`src/rtl/id_stage.sv`:
```
// Instruction-decode front end: IF/ID pipeline register, 32x32 register
// file with write-back bypass, and RAW hazard detection against EXE/MEM.
module id_stage (
    input  logic        clk,
    input  logic        rst,
    input  logic [31:0] PC_in,
    input  logic [31:0] Instruction_in,
    input  logic        flush,
    input  logic        two_src,
    input  logic        EXE_WB_EN,
    input  logic [4:0]  EXE_Dest,
    input  logic        MEM_WB_EN,
    input  logic [4:0]  MEM_Dest,
    input  logic        WB_WB_EN,
    input  logic [4:0]  WB_Dest,
    input  logic [31:0] WB_Value,
    output logic [31:0] PC,
    output logic [31:0] Instruction,
    output logic [4:0]  Dest,
    output logic [4:0]  src1,
    output logic [4:0]  src2,
    output logic [31:0] Val_Rn,
    output logic [31:0] Val_Rm,
    output logic        hazard
);

    localparam int unsigned DATA_W = 32;
    localparam int unsigned NUM_REGS = 32;
    localparam int unsigned IDX_W = 5;

    logic [DATA_W-1:0] rf [NUM_REGS];

    // Instruction field extraction
    assign Dest = Instruction[25:21];
    assign src1 = Instruction[20:16];
    assign src2 = Instruction[15:11];

    // IF/ID register: flush inserts a bubble, hazard holds, otherwise capture
    always_ff @(posedge clk or negedge rst) begin
        if (!rst) begin
            PC          <= '0;
            Instruction <= '0;
        end else if (flush) begin
            PC          <= '0;
            Instruction <= '0;
        end else if (!hazard) begin
            PC          <= PC_in;
            Instruction <= Instruction_in;
        end
    end

    // Register file write port; register 0 is never written
    always_ff @(posedge clk or negedge rst) begin
        if (!rst) begin
            for (int i = 0; i < int'(NUM_REGS); i++) begin
                rf[i] <= '0;
            end
        end else if (WB_WB_EN && (WB_Dest != IDX_W'(0))) begin
            rf[WB_Dest] <= WB_Value;
        end
    end

    // Operand reads with same-cycle write-back bypass; register 0 reads zero
    always_comb begin
        Val_Rn = '0;
        Val_Rm = '0;
        if (src1 != IDX_W'(0)) begin
            if (WB_WB_EN && (WB_Dest == src1)) Val_Rn = WB_Value;
            else                                Val_Rn = rf[src1];
        end
        if (src2 != IDX_W'(0)) begin
            if (WB_WB_EN && (WB_Dest == src2)) Val_Rm = WB_Value;
            else                                Val_Rm = rf[src2];
        end
    end

    // RAW hazard against EXE and MEM producers; a NOP/bubble never stalls
    always_comb begin
        hazard = 1'b0;
        if (Instruction != DATA_W'(0)) begin
            if (src1 != IDX_W'(0)) begin
                if (EXE_WB_EN && (src1 == EXE_Dest)) hazard = 1'b1;
                if (MEM_WB_EN && (src1 == MEM_Dest)) hazard = 1'b1;
            end
            if (two_src && (src2 != IDX_W'(0))) begin
                if (EXE_WB_EN && (src2 == EXE_Dest)) hazard = 1'b1;
                if (MEM_WB_EN && (src2 == MEM_Dest)) hazard = 1'b1;
            end
        end
    end

endmodule
```
`config.mk`:
```
export PLATFORM = sky130hd
export DESIGN_NAME = id_stage
export DESIGN_NICKNAME = d
export VERILOG_FILES = /design/src/rtl/id_stage.sv
export SDC_FILE = /design/constraint.sdc
export NUM_CORES = 2
export LEC_CHECK = 0
export BUFFER_PORTS_ARGS = -buffer_cell sky130_fd_sc_hd__buf_2
export CORE_MARGIN = 2
export CORE_UTILIZATION = 65
export CTS_CLUSTER_DIAMETER = 200
export DETAILED_ROUTE_END_ITERATION = 10
export MAX_ROUTING_LAYER = met4
export PLACE_DENSITY_LB_ADDON = 0.12
export SYNTH_ARGS = -nofsm -noshare
export SYNTH_HDL_FRONTEND = slang
export SYNTH_SLANG_ARGS = --single-unit
```
`constraint.sdc`:
```
create_clock -name clk -period 3.8 [get_ports clk]
set_input_delay 0.19 -clock clk [delete_from_list [all_inputs] [get_ports clk]]
set_output_delay 0.19 -clock clk [all_outputs]
set_load 0.03 [all_outputs]
```
==> metrics.md <==
| Metric | Value |
|---|---|
| Status | `finished with violations` |
| Failing checks | `setup timing` |
| CP max-delay cell | `dfrtp_4` |
| Period Utilization, post-route | `100%` |
| Top cells by count, synth | `dfrtp_1, mux2_2, mux4_2` |
| Final Hold Violating Endpoints | `0` |
| Core box area | `89900 sq um` |
| Worst skew pair latency | `0.73 ns` |
| Buf/Inv on CP | `3` |
| Syn Inst Count | `4192` |
| CP top delay family | `buffers and inverters` |
| H-tree Lvls | `3` |
| Die width | `305 um` |
| Worst-path clk slew | `0.06 ns` |
| Worst path required time | `3.61 ns` |
| Top area cells in the synthesized netlist | `dfrtp_1, mux2_2, mux4_2` |
| Sequential-to-total area share from yosys stat | `46.2%` |
| F_max | `0.262 GHz` |
| VDD IR max | `0.000542 V` |
| RSZ-0062 raised after global routing | `no` |
| Longest Clk Path Bufs | `3` |
| Total power | `34.7 mW` |
| Slew HR | `23.5%` |
| Top-area cell type share of the netlist area | `46.2%` |
| Largest net degree at the start of global routing | `109` |
| CTS Sinks | `1088` |
| Lkg Pwr | `28.9 nW` |
| Die H | `305 um` |
| Worst Tran Pin Value | `1.14 ns` |
| Iteration-0 DRC Markers | `5242` |
| Netlist cell types | `60` |
| Num rows | `110` |
| Setup CP Type | `flop to primary output` |
| Routed WL | `195 mm` |
| Via density per instance | `7.37` |
| Die area | `93000 sq um` |
| Clk_skew | `0.0233 ns` |
| Routability cong. | `0.900` |
| Fin cells | `5649` |
| Global-route wire length before repair | `284 mm` |
| CTS tree | `built` |
| Cells after DPL | `5355` |
| TritonCTS Buffers | `114` |
| Number of synthesized flops with an enable pin | `0` |
| Vias in the first global route | `41800` |
| R2R Setup Slk | `0.56 ns` |
| Post-Synthesis Cell Area | `58900 sq um` |
| Startpoint types | `flop` |
| Area Overhead vs Synth | `12.5%` |
| Reg2Reg Depth | `6` |
| Max incr delay on CP | `0.71 ns` |
| Crit Path Max Fanout | `26` |
| Post-Syn Nets | `4310` |
| Maxcap violations | `0` |
| Pwr/cell area | `524 nW/um^2` |
| Count leader, synth | `dfrtp_1` |
| GRT Overall Usage | `43.2%` |
| Yosys warnings | `0` |
| Setup ws final | `-0.0114 ns` |
| Detail Route Antenna Nets | `0` |
| Remaining global-route overflow | `0` |
| DPL Wire Length | `116 mm` |
| Synth Register Bits | `1088` |
| Initial Util | `65.5%` |
| Drt wl/cell | `34.6 um` |
| CTS root buffer | `clkbuf_16` |
| Initial antenna violation count | `6` |
| DR pass1 iterations | `5` |
| Crit path DAT | `3.62 ns` |
| Top FF cell, synth | `dfrtp_1` |
| Crit path time final | `3.81 ns` |
| Critical Path End Type | `primary output` |
| DR vias | `41600` |
| Final setup viols | `2` |
| Worst min-delay path class | `input pin to async pin` |
| Share of layout cells above drive strength 1 | `48.8%` |
| CP cell instances | `buf_4, nor3b_1, buf_4, a221o_1, nor3_1, nor3_1, nor2_1, buf_2` |
| Final #Nets | `4495` |
| Ys async rst share | `100%` |
| IO Port Bufs | `261` |
| Area leader, netlist | `dfrtp_1` |
| R2R Path End | `PC[5]` |
| I/O Pins | `262` |
| R2r startpoint | `Instruction[18]` |
| Syn avg cell area | `14.1 sq um` |
| Fin. max-slew vios | `0` |
| DRC viols | `0` |
[state kept, by name, summed over array words and instances (netlist names)]
signal       count
rf            1024
PC              32
Instruction     32
[worst max path at each step]
stage / start / endpoint / slack, ns / cells after the start
after CTS: Instruction[11] / Val_Rm[21] / 0.009 / 7
after detailed placement: Instruction[16] / Val_Rn[29] / 0.59 / 7
final: Instruction[18] / Val_Rn[14] / -0.01 / 8
after floorplan: Instruction[11] / Val_Rm[25] / 1.16 / 10
after global routing: Instruction[18] / Val_Rn[20] / 0.02 / 8
after global placement: Instruction[15] / Val_Rm[12] / 0.59 / 7
[layout by cell type, fill, tap and decap left out, types with 7 or more instances in the layout]
cell type      synthesis  final
a2111oi_0             21     19
a211oi_1              32     30
a21oi_1               61     61
a221o_1               12     12
a221oi_1              43     43
a22o_1                19     19
a22oi_1               55     55
a311oi_1              11     10
and3_1                10     10
buf_12                 3     41
buf_2                104    260
buf_4                 55    177
bufinv_16              0     11
clkbuf_1             228     21
clkbuf_16              0    117
clkbuf_8               0     25
clkinv_2               0     23
dfrtp_1             1088   1078
dfrtp_4                0      8
diode_2                0      7
dlygate4sd3_1          0     65
mux2_2              1056   1056
mux2i_1              312    312
mux4_2               381    381
nand2_1               74     58
nand2_2                0     16
nand2b_1             136    134
nand3_1               13     12
nor2_1                60     39
nor2_4                 0     16
nor2b_1               11      7
nor3_1                28     28
o21ai_0               66     66
o221ai_1               7      7
o22a_1                 8      8
o22ai_1               92     92
o2bb2ai_1              8      8
xnor2_1               28     28
[cell families (layout without fill, tap and decap cells)]
group | count (synthesis) | count (layout) | synth area share, %
flops | 1088 | 1088 | 46.2
compound gates | 465 | 465 | 5.59
simple gates | 372 | 372 | 3.36
buf+inv | 488 | 762 | 4.32
other cells | 0 | 7 | 0
xor+xnor | 30 | 30 | 0.446
mux | 1749 | 1749 | 40.1
[where the power goes]
group	switching, mW	leakage, nW	internal [mW]
Sequential	1.69	13.9	13.7
Clock	4.85	1.90	6.77
Combinational	3.56	13.1	4.17
[what timing repair did]
item,CTS,global route
hold buffers,65,0
cloned,0,1
resized for setup,9,6
hold endpoints to repair,116,0
setup buffers,2,14
endpoints found under the setup margin,23,33
[layer usage]
metal / vias to the layer above / GRT usage, % / wire length [um] / share of wire [%]
met1: 21700 / 55.4 / 71900 / 37
li1: 16400 / - / - / -
met3: 750 / 10.8 / 21200 / 11
met2: 2775 / 63.1 / 88800 / 45
met5: - / - / 0 / 0
met4: 0 / 25.1 / 13400 / 6.8
[metrics by stage]
stage	setup WS (ns)	setup TNS [ns]	hold slack (ns)	area, sq um	util [%]
floorplan	1.16	0	-0.106	58900	-
global placement	0.589	0	0.271	61500	68.4
detailed placement	0.586	0	0.269	61500	68.4
CTS	0.00900	0	0.0774	66000	73.5
global route	0.0155	0	0.0972	66300	73.7
finish	-0.0114	-0.0139	0.0687	66300	73.7
[layout make-up]
class                   instances  area, sq um
multi-input cells            2616        29400
flip-flops and latches       1088        27300
fillers                      5831        23600
repair buffers                551         4250
clock buffers                 161         3300
well taps                    1176         1470
clock inverters                44          558
inverters                       6         22.5
diodes                          7         17.5
Power figures use the tool's default switching activity.
